File: config.mk
export PLATFORM = sky130hd
export DESIGN_NAME = mem_port_arbiter_flat
export DESIGN_NICKNAME = d
export VERILOG_FILES = /design/src/rtl/mem_arb_pkg.sv /design/src/rtl/mem_port_arbiter_if.sv /design/src/rtl/mem_arb_rr.sv /design/src/rtl/mem_port_arbiter.sv /design/src/flat_wrapper.sv
export SDC_FILE = /design/constraint.sdc
export NUM_CORES = 1
export LEC_CHECK = 0
export CAP_MARGIN = 20
export CORE_AREA = 5 5 138 140
export DETAILED_ROUTE_END_ITERATION = 8
export DIE_AREA = 0 0 143 145
export PLACE_DENSITY = 0.7
export SYNTH_ARGS = -nofsm -noshare
export SYNTH_HDL_FRONTEND = slang
export SYNTH_SLANG_ARGS = --single-unit
File: constraint.sdc
create_clock -name clk -period 5.1 [get_ports clk]
set_input_delay 1.02 -clock clk [delete_from_list [all_inputs] [get_ports clk]]
set_output_delay 1.02 -clock clk [all_outputs]
set_load 0.01 [all_outputs]
File: src/rtl/mem_arb_pkg.sv
// Shared types and helpers for the memory port arbiter.
package mem_arb_pkg;

    localparam int MEM_ARB_MAX_CH = 16;

    typedef enum logic {
        ARB_IDLE   = 1'b0,
        ARB_LOCKED = 1'b1
    } arb_state_e;

    // Width of a channel index; never narrower than one bit.
    function automatic int ch_id_w(input int n);
        int w;
        w = 1;
        while ((1 << w) < n) w++;
        return w;
    endfunction

endpackage

File: src/rtl/mem_port_arbiter_if.sv
// Channel-side request/grant/response bundle plus the single SRAM port.
interface mem_port_arbiter_if #(
    parameter int NB_CH      = 4,
    parameter int ADDR_WIDTH = 15,
    parameter int DATA_WIDTH = 32
);
    localparam int BE_W = DATA_WIDTH / 8;

    logic [NB_CH-1:0]                  ch_req_i;
    logic [NB_CH-1:0]                  ch_lock_i;
    logic [NB_CH-1:0][ADDR_WIDTH-1:0]  ch_addr_i;
    logic [NB_CH-1:0]                  ch_we_i;
    logic [NB_CH-1:0][BE_W-1:0]        ch_be_i;
    logic [NB_CH-1:0][DATA_WIDTH-1:0]  ch_wdata_i;
    logic [NB_CH-1:0]                  ch_gnt_o;
    logic [NB_CH-1:0]                  ch_rvalid_o;
    logic [DATA_WIDTH-1:0]             ch_rdata_o;

    logic                              mem_en_o;
    logic [ADDR_WIDTH-1:0]             mem_addr_o;
    logic                              mem_we_o;
    logic [BE_W-1:0]                   mem_be_o;
    logic [DATA_WIDTH-1:0]             mem_wdata_o;
    logic [DATA_WIDTH-1:0]             mem_rdata_i;

    modport slave (
        input  ch_req_i, ch_lock_i, ch_addr_i, ch_we_i, ch_be_i, ch_wdata_i, mem_rdata_i,
        output ch_gnt_o, ch_rvalid_o, ch_rdata_o,
        output mem_en_o, mem_addr_o, mem_we_o, mem_be_o, mem_wdata_o
    );

    modport master (
        output ch_req_i, ch_lock_i, ch_addr_i, ch_we_i, ch_be_i, ch_wdata_i, mem_rdata_i,
        input  ch_gnt_o, ch_rvalid_o, ch_rdata_o,
        input  mem_en_o, mem_addr_o, mem_we_o, mem_be_o, mem_wdata_o
    );

endinterface

File: src/rtl/mem_arb_rr.sv
// Rotating-priority picker: first eligible request at or after ptr_i, wrapping.
module mem_arb_rr #(
    parameter int NB_CH = 4,
    parameter int CH_W  = 2
) (
    input  logic [NB_CH-1:0] req_i,
    input  logic [NB_CH-1:0] mask_i,
    input  logic [CH_W-1:0]  ptr_i,
    output logic [NB_CH-1:0] gnt_o,
    output logic [CH_W-1:0]  idx_o,
    output logic             vld_o
);

    logic [NB_CH-1:0] elig;
    logic [CH_W-1:0]  cand;
    int               pos;

    always_comb begin
        gnt_o = '0;
        idx_o = '0;
        vld_o = 1'b0;
        cand  = '0;
        pos   = 0;
        elig  = req_i & mask_i;
        for (int i = 0; i < NB_CH; i++) begin
            pos = int'(ptr_i) + i;
            if (pos >= NB_CH) pos = pos - NB_CH;
            cand = CH_W'(pos);
            if (!vld_o && elig[cand]) begin
                vld_o       = 1'b1;
                gnt_o[cand] = 1'b1;
                idx_o       = cand;
            end
        end
    end

endmodule

File: src/rtl/mem_port_arbiter.sv
// N-channel round-robin SRAM arbiter with bounded lock and in-order response routing.
// Optional per-channel grant counters are built when MEM_ARB_PERF_CNT_EN is defined.
module mem_port_arbiter
    import mem_arb_pkg::*;
#(
    parameter int NB_CH      = 4,
    parameter int ADDR_WIDTH = 15,
    parameter int DATA_WIDTH = 32,
    parameter int RD_LATENCY = 1,
    parameter int MAX_LOCK   = 8
) (
    input  logic                    clk,
    input  logic                    rst,
    mem_port_arbiter_if.slave       bus
`ifdef MEM_ARB_PERF_CNT_EN
    ,
    input  logic                    perf_clr_i,
    output logic [NB_CH-1:0][31:0]  perf_cnt_o
`endif
);

    localparam int CH_W          = ch_id_w(NB_CH);
    localparam int BE_W          = DATA_WIDTH / 8;
    localparam logic [7:0] LOCK_LAST = 8'(MAX_LOCK - 1);

    arb_state_e       state;
    logic [CH_W-1:0]  rr_ptr;
    logic [CH_W-1:0]  owner;
    logic [7:0]       lock_cnt;

    logic [NB_CH-1:0] elig_mask;
    logic [NB_CH-1:0] gnt;
    logic [CH_W-1:0]  gnt_idx;
    logic             gnt_any;

    logic [RD_LATENCY:1]           vld_pipe;
    logic [RD_LATENCY:1][CH_W-1:0] id_pipe;

    logic [ADDR_WIDTH-1:0] addr_q;
    logic                  we_q;
    logic [BE_W-1:0]       be_q;
    logic [DATA_WIDTH-1:0] wdata_q;

    function automatic logic [NB_CH-1:0] to_onehot(input logic [CH_W-1:0] i);
        to_onehot    = '0;
        to_onehot[i] = 1'b1;
    endfunction

    function automatic logic [CH_W-1:0] ch_next(input logic [CH_W-1:0] k);
        return (k == CH_W'(NB_CH - 1)) ? '0 : k + 1'b1;
    endfunction

    // Reset masks every request so nothing is granted while rst is high.
    always_comb begin
        if (rst)                      elig_mask = '0;
        else if (state == ARB_LOCKED) elig_mask = to_onehot(owner);
        else                          elig_mask = '1;
    end

    mem_arb_rr #(
        .NB_CH (NB_CH),
        .CH_W  (CH_W)
    ) u_rr (
        .req_i  (bus.ch_req_i),
        .mask_i (elig_mask),
        .ptr_i  (rr_ptr),
        .gnt_o  (gnt),
        .idx_o  (gnt_idx),
        .vld_o  (gnt_any)
    );

    // A locked owner that still requests but drops lock gets this last grant, then releases.
    always_ff @(posedge clk) begin
        if (rst) begin
            state    <= ARB_IDLE;
            rr_ptr   <= '0;
            owner    <= '0;
            lock_cnt <= '0;
        end else begin
            case (state)
                ARB_IDLE: begin
                    if (gnt_any) begin
                        rr_ptr <= ch_next(gnt_idx);
                        if (bus.ch_lock_i[gnt_idx] && (MAX_LOCK > 1)) begin
                            state    <= ARB_LOCKED;
                            owner    <= gnt_idx;
                            lock_cnt <= 8'd1;
                        end
                    end
                end
                ARB_LOCKED: begin
                    if (!gnt_any || !bus.ch_lock_i[owner] || (lock_cnt == LOCK_LAST)) begin
                        state    <= ARB_IDLE;
                        rr_ptr   <= ch_next(owner);
                        lock_cnt <= '0;
                    end else begin
                        lock_cnt <= lock_cnt + 8'd1;
                    end
                end
                default: state <= ARB_IDLE;
            endcase
        end
    end

    always_ff @(posedge clk) begin
        if (rst) begin
            vld_pipe <= '0;
            id_pipe  <= '0;
        end else begin
            vld_pipe[1] <= gnt_any;
            id_pipe[1]  <= gnt_idx;
            for (int i = 2; i <= RD_LATENCY; i++) begin
                vld_pipe[i] <= vld_pipe[i-1];
                id_pipe[i]  <= id_pipe[i-1];
            end
        end
    end

    // SRAM lines keep their last driven value while idle to avoid toggling.
    always_ff @(posedge clk) begin
        if (rst) begin
            addr_q  <= '0;
            we_q    <= 1'b0;
            be_q    <= '0;
            wdata_q <= '0;
        end else if (gnt_any) begin
            addr_q  <= bus.ch_addr_i[gnt_idx];
            we_q    <= bus.ch_we_i[gnt_idx];
            be_q    <= bus.ch_be_i[gnt_idx];
            wdata_q <= bus.ch_wdata_i[gnt_idx];
        end
    end

    always_comb begin
        bus.ch_gnt_o    = gnt;
        bus.mem_en_o    = gnt_any;
        bus.mem_addr_o  = gnt_any ? bus.ch_addr_i[gnt_idx]  : addr_q;
        bus.mem_we_o    = gnt_any ? bus.ch_we_i[gnt_idx]    : we_q;
        bus.mem_be_o    = gnt_any ? bus.ch_be_i[gnt_idx]    : be_q;
        bus.mem_wdata_o = gnt_any ? bus.ch_wdata_i[gnt_idx] : wdata_q;
        bus.ch_rvalid_o = (!rst && vld_pipe[RD_LATENCY]) ? to_onehot(id_pipe[RD_LATENCY]) : '0;
        bus.ch_rdata_o  = bus.mem_rdata_i;
    end

`ifdef MEM_ARB_PERF_CNT_EN
    for (genvar g = 0; g < NB_CH; g++) begin : g_perf
        always_ff @(posedge clk) begin
            if (rst || perf_clr_i)
                perf_cnt_o[g] <= '0;
            else if (gnt[g] && (perf_cnt_o[g] != '1))
                perf_cnt_o[g] <= perf_cnt_o[g] + 32'd1;
        end
    end
`endif

endmodule

File: src/flat_wrapper.sv
// flat-port wrapper written by rule: the top's interface ports become plain ports
module mem_port_arbiter_flat import mem_arb_pkg::*;
#(
    parameter int NB_CH      = 4,
    parameter int ADDR_WIDTH = 15,
    parameter int DATA_WIDTH = 32,
    parameter int RD_LATENCY = 1,
    parameter int MAX_LOCK   = 8
)
  (clk, rst, bus_ch_req_i, bus_ch_lock_i, bus_ch_addr_i, bus_ch_we_i, bus_ch_be_i, bus_ch_wdata_i, bus_mem_rdata_i, bus_ch_gnt_o, bus_ch_rvalid_o, bus_ch_rdata_o, bus_mem_en_o, bus_mem_addr_o, bus_mem_we_o, bus_mem_be_o, bus_mem_wdata_o);
  mem_port_arbiter_if #(.NB_CH(NB_CH), .ADDR_WIDTH(ADDR_WIDTH), .DATA_WIDTH(DATA_WIDTH)) bus_i ();
  input  logic clk;
  input  logic rst;
  input wire logic [$bits(bus_i.ch_req_i)-1:0] bus_ch_req_i;
  input wire logic [$bits(bus_i.ch_lock_i)-1:0] bus_ch_lock_i;
  input wire logic [$bits(bus_i.ch_addr_i)-1:0] bus_ch_addr_i;
  input wire logic [$bits(bus_i.ch_we_i)-1:0] bus_ch_we_i;
  input wire logic [$bits(bus_i.ch_be_i)-1:0] bus_ch_be_i;
  input wire logic [$bits(bus_i.ch_wdata_i)-1:0] bus_ch_wdata_i;
  input wire logic [$bits(bus_i.mem_rdata_i)-1:0] bus_mem_rdata_i;
  output wire logic [$bits(bus_i.ch_gnt_o)-1:0] bus_ch_gnt_o;
  output wire logic [$bits(bus_i.ch_rvalid_o)-1:0] bus_ch_rvalid_o;
  output wire logic [$bits(bus_i.ch_rdata_o)-1:0] bus_ch_rdata_o;
  output wire logic [$bits(bus_i.mem_en_o)-1:0] bus_mem_en_o;
  output wire logic [$bits(bus_i.mem_addr_o)-1:0] bus_mem_addr_o;
  output wire logic [$bits(bus_i.mem_we_o)-1:0] bus_mem_we_o;
  output wire logic [$bits(bus_i.mem_be_o)-1:0] bus_mem_be_o;
  output wire logic [$bits(bus_i.mem_wdata_o)-1:0] bus_mem_wdata_o;
  assign bus_i.ch_req_i = bus_ch_req_i;
  assign bus_i.ch_lock_i = bus_ch_lock_i;
  assign bus_i.ch_addr_i = bus_ch_addr_i;
  assign bus_i.ch_we_i = bus_ch_we_i;
  assign bus_i.ch_be_i = bus_ch_be_i;
  assign bus_i.ch_wdata_i = bus_ch_wdata_i;
  assign bus_i.mem_rdata_i = bus_mem_rdata_i;
  assign bus_ch_gnt_o = bus_i.ch_gnt_o;
  assign bus_ch_rvalid_o = bus_i.ch_rvalid_o;
  assign bus_ch_rdata_o = bus_i.ch_rdata_o;
  assign bus_mem_en_o = bus_i.mem_en_o;
  assign bus_mem_addr_o = bus_i.mem_addr_o;
  assign bus_mem_we_o = bus_i.mem_we_o;
  assign bus_mem_be_o = bus_i.mem_be_o;
  assign bus_mem_wdata_o = bus_i.mem_wdata_o;
  mem_port_arbiter #(.NB_CH(NB_CH), .ADDR_WIDTH(ADDR_WIDTH), .DATA_WIDTH(DATA_WIDTH), .RD_LATENCY(RD_LATENCY), .MAX_LOCK(MAX_LOCK)) u_core (.clk(clk), .rst(rst), .bus(bus_i));
endmodule
== After elaboration in Yosys (flattened, before gate mapping) ==
Cells that the tools add are included.

* Flip-flop bits (word level): 68
* Input port bits: 250
* Output and inout port bits: 93
* Logic and storage cells: 137

* $add $sub $neg: 10
* Magnitude comparators: 17
* Eq/ne operators: 6
* Mux-type cells: 68
* Bitwise logic cells: 5
* Reduce and logical (&&, ||, !) cells: 21

{| class="wikitable"
|+ Operators by type and width
! operator !! number
|-
| binary-select mux 32 bit (select 2 bit) || 1
|-
| 2-to-1 mux 32 bit || 2
|-
| 2-to-1 mux 4 bit || 9
|-
| binary-select mux 15 bit (select 2 bit) || 1
|-
| 2-to-1 mux 15 bit || 2
|-
| 2-to-1 mux 2 bit || 12
|-
| 2-to-1 mux 8 bit || 3
|-
| < comparator 2 x 3 -> 1 bit, second input constant || 7
|-
| 2-to-1 mux 1 bit || 21
|-
| case mux 8 bit (2 select lines) || 1
|-
| binary-select mux 1 bit (select 2 bit) || 7
|-
| demux 1 bit (select 2 bit) || 6
|-
| greater-or-equal comparator 2 x 1 -> 1 bit, second input constant || 6
|-
| bitwise OR 4 bit || 3
|-
| logical AND 1 bit || 10
|-
| greater-or-equal comparator 3 bit, second input constant || 3
|-
| adder 8 x 1 -> 8 bit, second input constant || 1
|-
| binary-select mux 4 bit (select 2 bit) || 1
|-
| equality test 8 x 3 -> 1 bit, second input constant || 1
|-
| subtractor 2 x 1 -> 2 bit, second input constant || 4
|-
| adder 2 x 2 -> 3 bit, second input constant || 2
|-
| logical NOT 1 bit || 6
|-
| adder 2 x 1 -> 2 bit, second input constant || 2
|-
| AND 4 bit || 1
|-
| other kinds (11) || 15
|}

== Logic depth before layout (Yosys ltp) ==
* Depth after elaboration: 24
* Mapped depth: 14
* Depth with buffers taken out: 11

== Cells and area by module ==
A second synthesis with hierarchy kept.

* Cells, all modules: 435
* Area, all modules: 4978.5 µm²

{| class="wikitable"
|+ By module, submodules not included
! module !! times used !! cells each !! area each (µm²) !! seq. area each (µm²)
|-
| mem_port_arbiter || 1 || 370 || 4481.8 || 1361.3
|-
| mem_arb_rr || 1 || 65 || 496.7 || 0.0
|}

== Least setup slack after synthesis ==
Ideal clock, no wire load.

* Kind: in2out
* Start: in rst
* End: out bus_mem_wdata_o[27]
* Arrival: 3.287 ns
* Required time: 4.080 ns
* Path slack: 0.793 ns
* Stages on the path: 11
* Path through: nand2b_1 > or2_2 > mux4_2 > o21ai_1 > a22oi_1 > buf_2 > buf_6 > buf_4 > mux2i_1 > mux2_1 > o21ai_1

* Word-level cells in the longest chain between the ends: 17
* Elaborated cells on any way between the ends: 27
* Classes of those cells: mux (20); bitwise (1); reduce/logical (6)

{| class="wikitable"
|+ RTL lines
! item !! line !! source
|-
| start: declaration || flat_wrapper.sv:13 || <nowiki>input logic rst;</nowiki>
|-
| 2-to-1 mux 4 bit * || mem_port_arbiter.sv:55 || <nowiki>if (rst) elig_mask = '0;</nowiki>
|-
| AND 4 bit * || mem_arb_rr.sv:24 || <nowiki>elig = req_i & mask_i;</nowiki>
|-
| binary-select mux 1 bit (select 2 bit) || mem_arb_rr.sv:29 || <nowiki>if (!vld_o && elig[cand]) begin</nowiki>
|-
| 2-to-1 mux 1 bit (implied by the code) || mem_arb_rr.sv:29 ||
|-
| 2-to-1 mux 1 bit || mem_arb_rr.sv:29 ||
|-
| logical NOT 1 bit || mem_arb_rr.sv:29 ||
|-
| logical AND 1 bit || mem_arb_rr.sv:29 ||
|-
| 2-to-1 mux 1 bit || mem_arb_rr.sv:29 ||
|-
| logical NOT 1 bit || mem_arb_rr.sv:29 ||
|-
| logical AND 1 bit || mem_arb_rr.sv:29 ||
|-
| 2-to-1 mux 1 bit || mem_arb_rr.sv:29 ||
|-
| logical NOT 1 bit || mem_arb_rr.sv:29 ||
|-
| logical AND 1 bit || mem_arb_rr.sv:29 ||
|-
| 2-to-1 mux 2 bit || mem_arb_rr.sv:29 ||
|-
| binary-select mux 32 bit (select 2 bit) || mem_port_arbiter.sv:140 || <nowiki>bus.mem_wdata_o = gnt_any ? bus.ch_wdata_i[gnt_idx] : wdata_q;</nowiki>
|-
| 2-to-1 mux 32 bit (implied by the code) || mem_port_arbiter.sv:140 ||
|-
| 2-to-1 mux 32 bit * || - ||
|-
| end: declaration || flat_wrapper.sv:28 || <nowiki>output wire logic [$bits(bus_i.mem_wdata_o)-1:0] bus_mem_wdata_o;</nowiki>
|}

Every way passes the cells marked *; elsewhere a longest branch is shown, timed or not. The select of a mux whose other input is x is not followed.

== Worst setup path after layout ==
* Start: in bus_ch_req_i[2]
* End: out bus_mem_wdata_o[3]

* Word-level cells in the longest chain between the ends: 16
* Elaborated cells on any way between the ends: 26
* Classes of those cells: mux (19); bitwise (1); reduce/logical (6)

{| class="wikitable"
|+ RTL lines
! item !! line !! source
|-
| start: declaration || flat_wrapper.sv:14 || <nowiki>input wire logic [$bits(bus_i.ch_req_i)-1:0] bus_ch_req_i;</nowiki>
|-
| AND 4 bit * || mem_arb_rr.sv:24 ||
|-
| binary-select mux 1 bit (select 2 bit) || mem_arb_rr.sv:29 ||
|-
| 2-to-1 mux 1 bit (implied by the code) || mem_arb_rr.sv:29 ||
|-
| 2-to-1 mux 1 bit || mem_arb_rr.sv:29 ||
|-
| logical NOT 1 bit || mem_arb_rr.sv:29 ||
|-
| logical AND 1 bit || mem_arb_rr.sv:29 ||
|-
| 2-to-1 mux 1 bit || mem_arb_rr.sv:29 ||
|-
| logical NOT 1 bit || mem_arb_rr.sv:29 ||
|-
| logical AND 1 bit || mem_arb_rr.sv:29 ||
|-
| 2-to-1 mux 1 bit || mem_arb_rr.sv:29 ||
|-
| logical NOT 1 bit || mem_arb_rr.sv:29 ||
|-
| logical AND 1 bit || mem_arb_rr.sv:29 ||
|-
| 2-to-1 mux 2 bit || mem_arb_rr.sv:29 ||
|-
| binary-select mux 32 bit (select 2 bit) || mem_port_arbiter.sv:140 ||
|-
| 2-to-1 mux 32 bit (implied by the code) || mem_port_arbiter.sv:140 ||
|-
| 2-to-1 mux 32 bit * || - ||
|}

Marked as above.

==> results by group <==
Finish
  – Most common library cell in the layout ignoring fill and taps: clkdlybuf4s50_1
  – Post-Layout Cell Count: 1,161
  – Final design utilization: between 50% and 60%
  – Multi-input logic area: approximately 3800 µm²
  – Highest-count cells in the layout ignoring fill and taps: 225 x clkdlybuf4s50_1, 105 x mux2i_1, 100 x o21ai_1
  – Proportion of layout cells with a drive suffix above 1: a little over an eighth
  – Area growth from synthesis to final layout: 60.5%
  – Number of nets in the layout: 1,187
  – Layout fillers: around 1.7k
  – Storage cell area: about 1400 µm²
  – Post-route standard cell area excluding fillers: between 9000 and 10,000 µm²
  – Diodes inserted: 0

Detailed routing
  – Via density per instance: just under 5
  – DR vias: between 5k and 6k
  – Wire length reported by the detailed router: about 17 mm
  – Count of routing violations after the opening detailed-route iteration: roughly 170
  – 1st-pass router iterations: 4
  – DRC violations left: 0
  – Average detailed-routed wire length per instance: roughly 15 µm
  – Antenna violation net count after detailed routing: 0

Floorplanning
  – Total Die Area: a little over 20,000 µm²
  – Ports: about 340
  – Cell Rows: 49
  – Core area: 17,700 µm²
  – Horiz. Die Dim: between 100 and 150 µm
  – Initial cell density of the core: 32.2%
  – Die extent in y: ~150 µm

CTS
  – Number of levels in the clock H-tree: 3
  – Buffers from clock root to sink, at most: 2
  – CTS tree: built
  – Clock Sink Count: 68
  – Number of buffers inserted during clock tree synthesis: 9
  – Clock latency of the later-clocked register in the worst-skew pair: approximately 0.32 ns
  – Clock slew at the register clock pins of the worst setup and hold paths: ~0.05 ns
  – Hold buffer count at CTS: 0
  – Clock Root Buffer: clkbuf_16

Place
  – Worst slack at placement: -0.104 ns
  – Placed Cells: 1,146
  – Placer congestion estimate: roughly 0.8
  – Area after detailed placement: 8930 µm²
  – Port bufs: 278
  – Placed wire-length estimate after detailed placement: around 14 mm

Synth
  – Prevailing post-synth register cell: dfxtp_1
  – Net Count, Synth: around 900
  – Cell types with the largest area share after synthesis: dfxtp_1 24%, mux2i_1 18%, o21ai_1 8.7%
  – Number of enable flip-flop cells after synthesis: 0
  – Sequential fraction of the synthesis area: a little under a quarter
  – Number of standard cells after synthesis: 652
  – Synth warn: 0
  – Library cell occupying the most area in the post-synthesis netlist: dfxtp_1
  – Share of async-settable or async-resettable flops after synthesis: 0%
  – Number of distinct library cell variants in the gate-level netlist after synthesis: 56
  – Seq cells post-synth: 68
  – Post-synth top area share: between 20% and 30%
  – Cell area after synthesis: between 5000 and 6000 µm²
  – Post-Syn Area per Cell: between 8 and 9 µm²

STA
  – Minimum clock period: roughly 4.9 ns
  – Worst-margin pin slew: roughly 0.55 ns
  – Total count of hold-check failures in the final report: 0
  – Relative max-transition margin: a little under two thirds
  – Setup ws final: approximately 0.18 ns
  – Fraction of the cycle the final worst path needs: 96.6%
  – Layout Skew: 0.00532 ns
  – Setup repair after global routing missed its margin: no
  – Final setup viols: 0
  – Fmax achieved: between 200 and 250 MHz
  – Count of pins over their slew limit: 0
  – Smallest hold slack: about 0.47 ns

Setup path
  – CP arrival: a little under 4 ns
  – Register-to-register path setup slack: between 1.5 and 2 ns
  – Reg2reg end: u_core.owner[1]
  – Stage delay of the slowest cell on the critical path: about 0.48 ns
  – Critical path cell sequence: clkdlybuf4s50_1 > nand2b_1 > or2_2 > mux4_2 > o21ai_1 > a22oi_2 > buf_12 > buf_12 > mux2i_1 > mux2_1 > o21ai_1 > dlygate4sd2_1
  – Number of cell instances on the worst register-to-register path: 14
  – Crit Path Class: input pin to primary output
  – Peak fanout along the critical path: 16
  – Kind of cell with the highest combined delay on the critical path: buffers and inverters
  – Worst setup SP type: input pin
  – Data required time of the worst path: around 4 ns
  – WP buf/inv: 4
  – Launch instance of the worst register-to-register path: u_core.owner[0]
  – Critical path endpoint category: primary output
  – Slowest stage cell, crit path: clkdlybuf4s50_1

Pwr
  – Internal Pwr Total: approximately 3.6 mW
  – Clock power share: under 10%
  – Sequential share of power: around 14%
  – Leakage component of the power: about 4.0 nW
  – Combinational cell fraction of total power: about 77%
  – Total power per unit cell area: 698 nW/µm²
  – Sw Share: 43.4%
  – IR Drop Worst-Case VDD: 0.365 mV
  – Sw power: roughly 2.8 mW

Global routing
  – Wire length of the first global-routing pass: between 20 and 30 mm
  – Global-route congestion overflow total: 0
  – Largest net degree at the start of global routing: between 60 and 70
  – Global-route usage over all layers: between 10% and 20%
  – Antenna violations before repair: 0
  – Via count of the first global-routing pass: ~5.7k

Min path
  – Hold path startpoint: u_core.wdata_q[5]
  – Hold Path Class: register to register
  – Number of stages on the worst hold path: 2
  – End point of the most critical hold path: u_core.wdata_q[5]

Status
  – Run status: completed

Run
  – Number of maximum-capacitance violations: 0
[how the worst max path moves through the flow]
stage | start | endpoint | slack [ns] | depth (start not counted)
2_1_floorplan | rst | bus_mem_wdata_o[27] | 0.79 | 11
3_3_place_gp | bus_ch_req_i[1] | bus_mem_wdata_o[13] | -0.12 | 11
3_5_place_dp | bus_ch_req_i[2] | bus_mem_addr_o[6] | -0.10 | 12
4_1_cts | bus_ch_req_i[2] | bus_mem_be_o[2] | 0.01 | 12
5_1_grt | bus_ch_req_i[3] | bus_mem_addr_o[13] | 0.03 | 12
6_report | bus_ch_req_i[2] | bus_mem_wdata_o[3] | 0.18 | 12
[state kept, by name, indices dropped and copies added, names as in the netlist]
register	flops
u_core.wdata_q	32
u_core.addr_q	15
u_core.lock_cnt	8
u_core.be_q	4
u_core.id_pipe	2
u_core.owner	2
u_core.rr_ptr	2
u_core.state	1
u_core.vld_pipe	1
u_core.we_q	1
[worst reg2reg max path, stage by stage, from the launching register on]
cell and delay (ns):
dfxtp_1 0.45, inv_1 0.12, ha_1 0.20, nand2b_1 0.17, and2_1 0.22, mux4_2 0.54
o32ai_1 0.31, buf_4 0.16, a21oi_4 0.05, buf_12 0.18, buf_4 0.18, inv_4 0.06
mux2_4 0.32, a22oi_1 0.35, mux2i_1 0.22
[synthesized netlist by cell type, types with 5 or more instances]
cell type and count:
nor2_1 13, buf_4 36, or2_2 5, a21oi_1 5, ha_1 9, dfxtp_1 68, mux2_2 19, inv_1 5
o21ai_0 13, o21ai_1 99, a22oi_1 10, nand2_1 57, mux2i_1 105, nand2b_1 6, nand3b_1 52, clkbuf_1 28
buf_2 18, mux4_2 7, mux2_1 33
[routing by layer]
metal | global-route usage, % | share of wire (%)
met1 | 18.0 | 38
met2 | 28.9 | 50
met3 | 5.00 | 9.4
met4 | 5.99 | 2.4
met5 | 0 | 0
[power by group through the flow]
stage / clock network [mW] / logic (mW) / registers [mW]
5_1_grt: 0.619 / 5.39 / 0.955
3_5_place_dp: 0 / 5.31 / 0.932
4_1_cts: 0.597 / 4.99 / 0.923
3_3_place_gp: 0 / 5.27 / 0.922
2_1_floorplan: 0 / 3.00 / 0.897
6_report: 0.569 / 4.89 / 0.923
[metrics by stage]
stage | TNS, ns | power [mW]
floorplan | 0 | 3.89
global placement | -2.44 | 6.19
detailed placement | -2.48 | 6.24
CTS | 0 | 6.51
global route | 0 | 6.96
finish | 0 | 6.38
[area by class of cell]
type / count / share of cell area [%]
clock buffers: 13 / 2.85
clock inverters: 2 / 0.109
inverters: 8 / 0.356
well taps: 229 / 3.13
multi-input cells: 493 / 41.9
flip-flops and latches: 68 / 14.9
repair buffers: 348 / 36.8
[logic make-up (layout without fill, tap and decap cells)]
logic type | Yosys count | count (layout) | synth area share [%]
muxes | 166 | 166 | 32.0
and+or+nand+nor | 164 | 164 | 17.2
buffers and inverters | 91 | 371 | 8.94
DFF | 68 | 68 | 23.9
xor gates and xnor gates | 7 | 7 | 1.08
AOI/OAI and AO/OA | 147 | 147 | 15.0
adders and majority gates | 9 | 9 | 1.98
[timing repair]
item                       CTS  global route
gates resized for setup     49             4
setup buffers                0             0
setup endpoints to repair   49             6
pin swaps                    0             0
No activity file was read; power rests on OpenSTA's default activity.
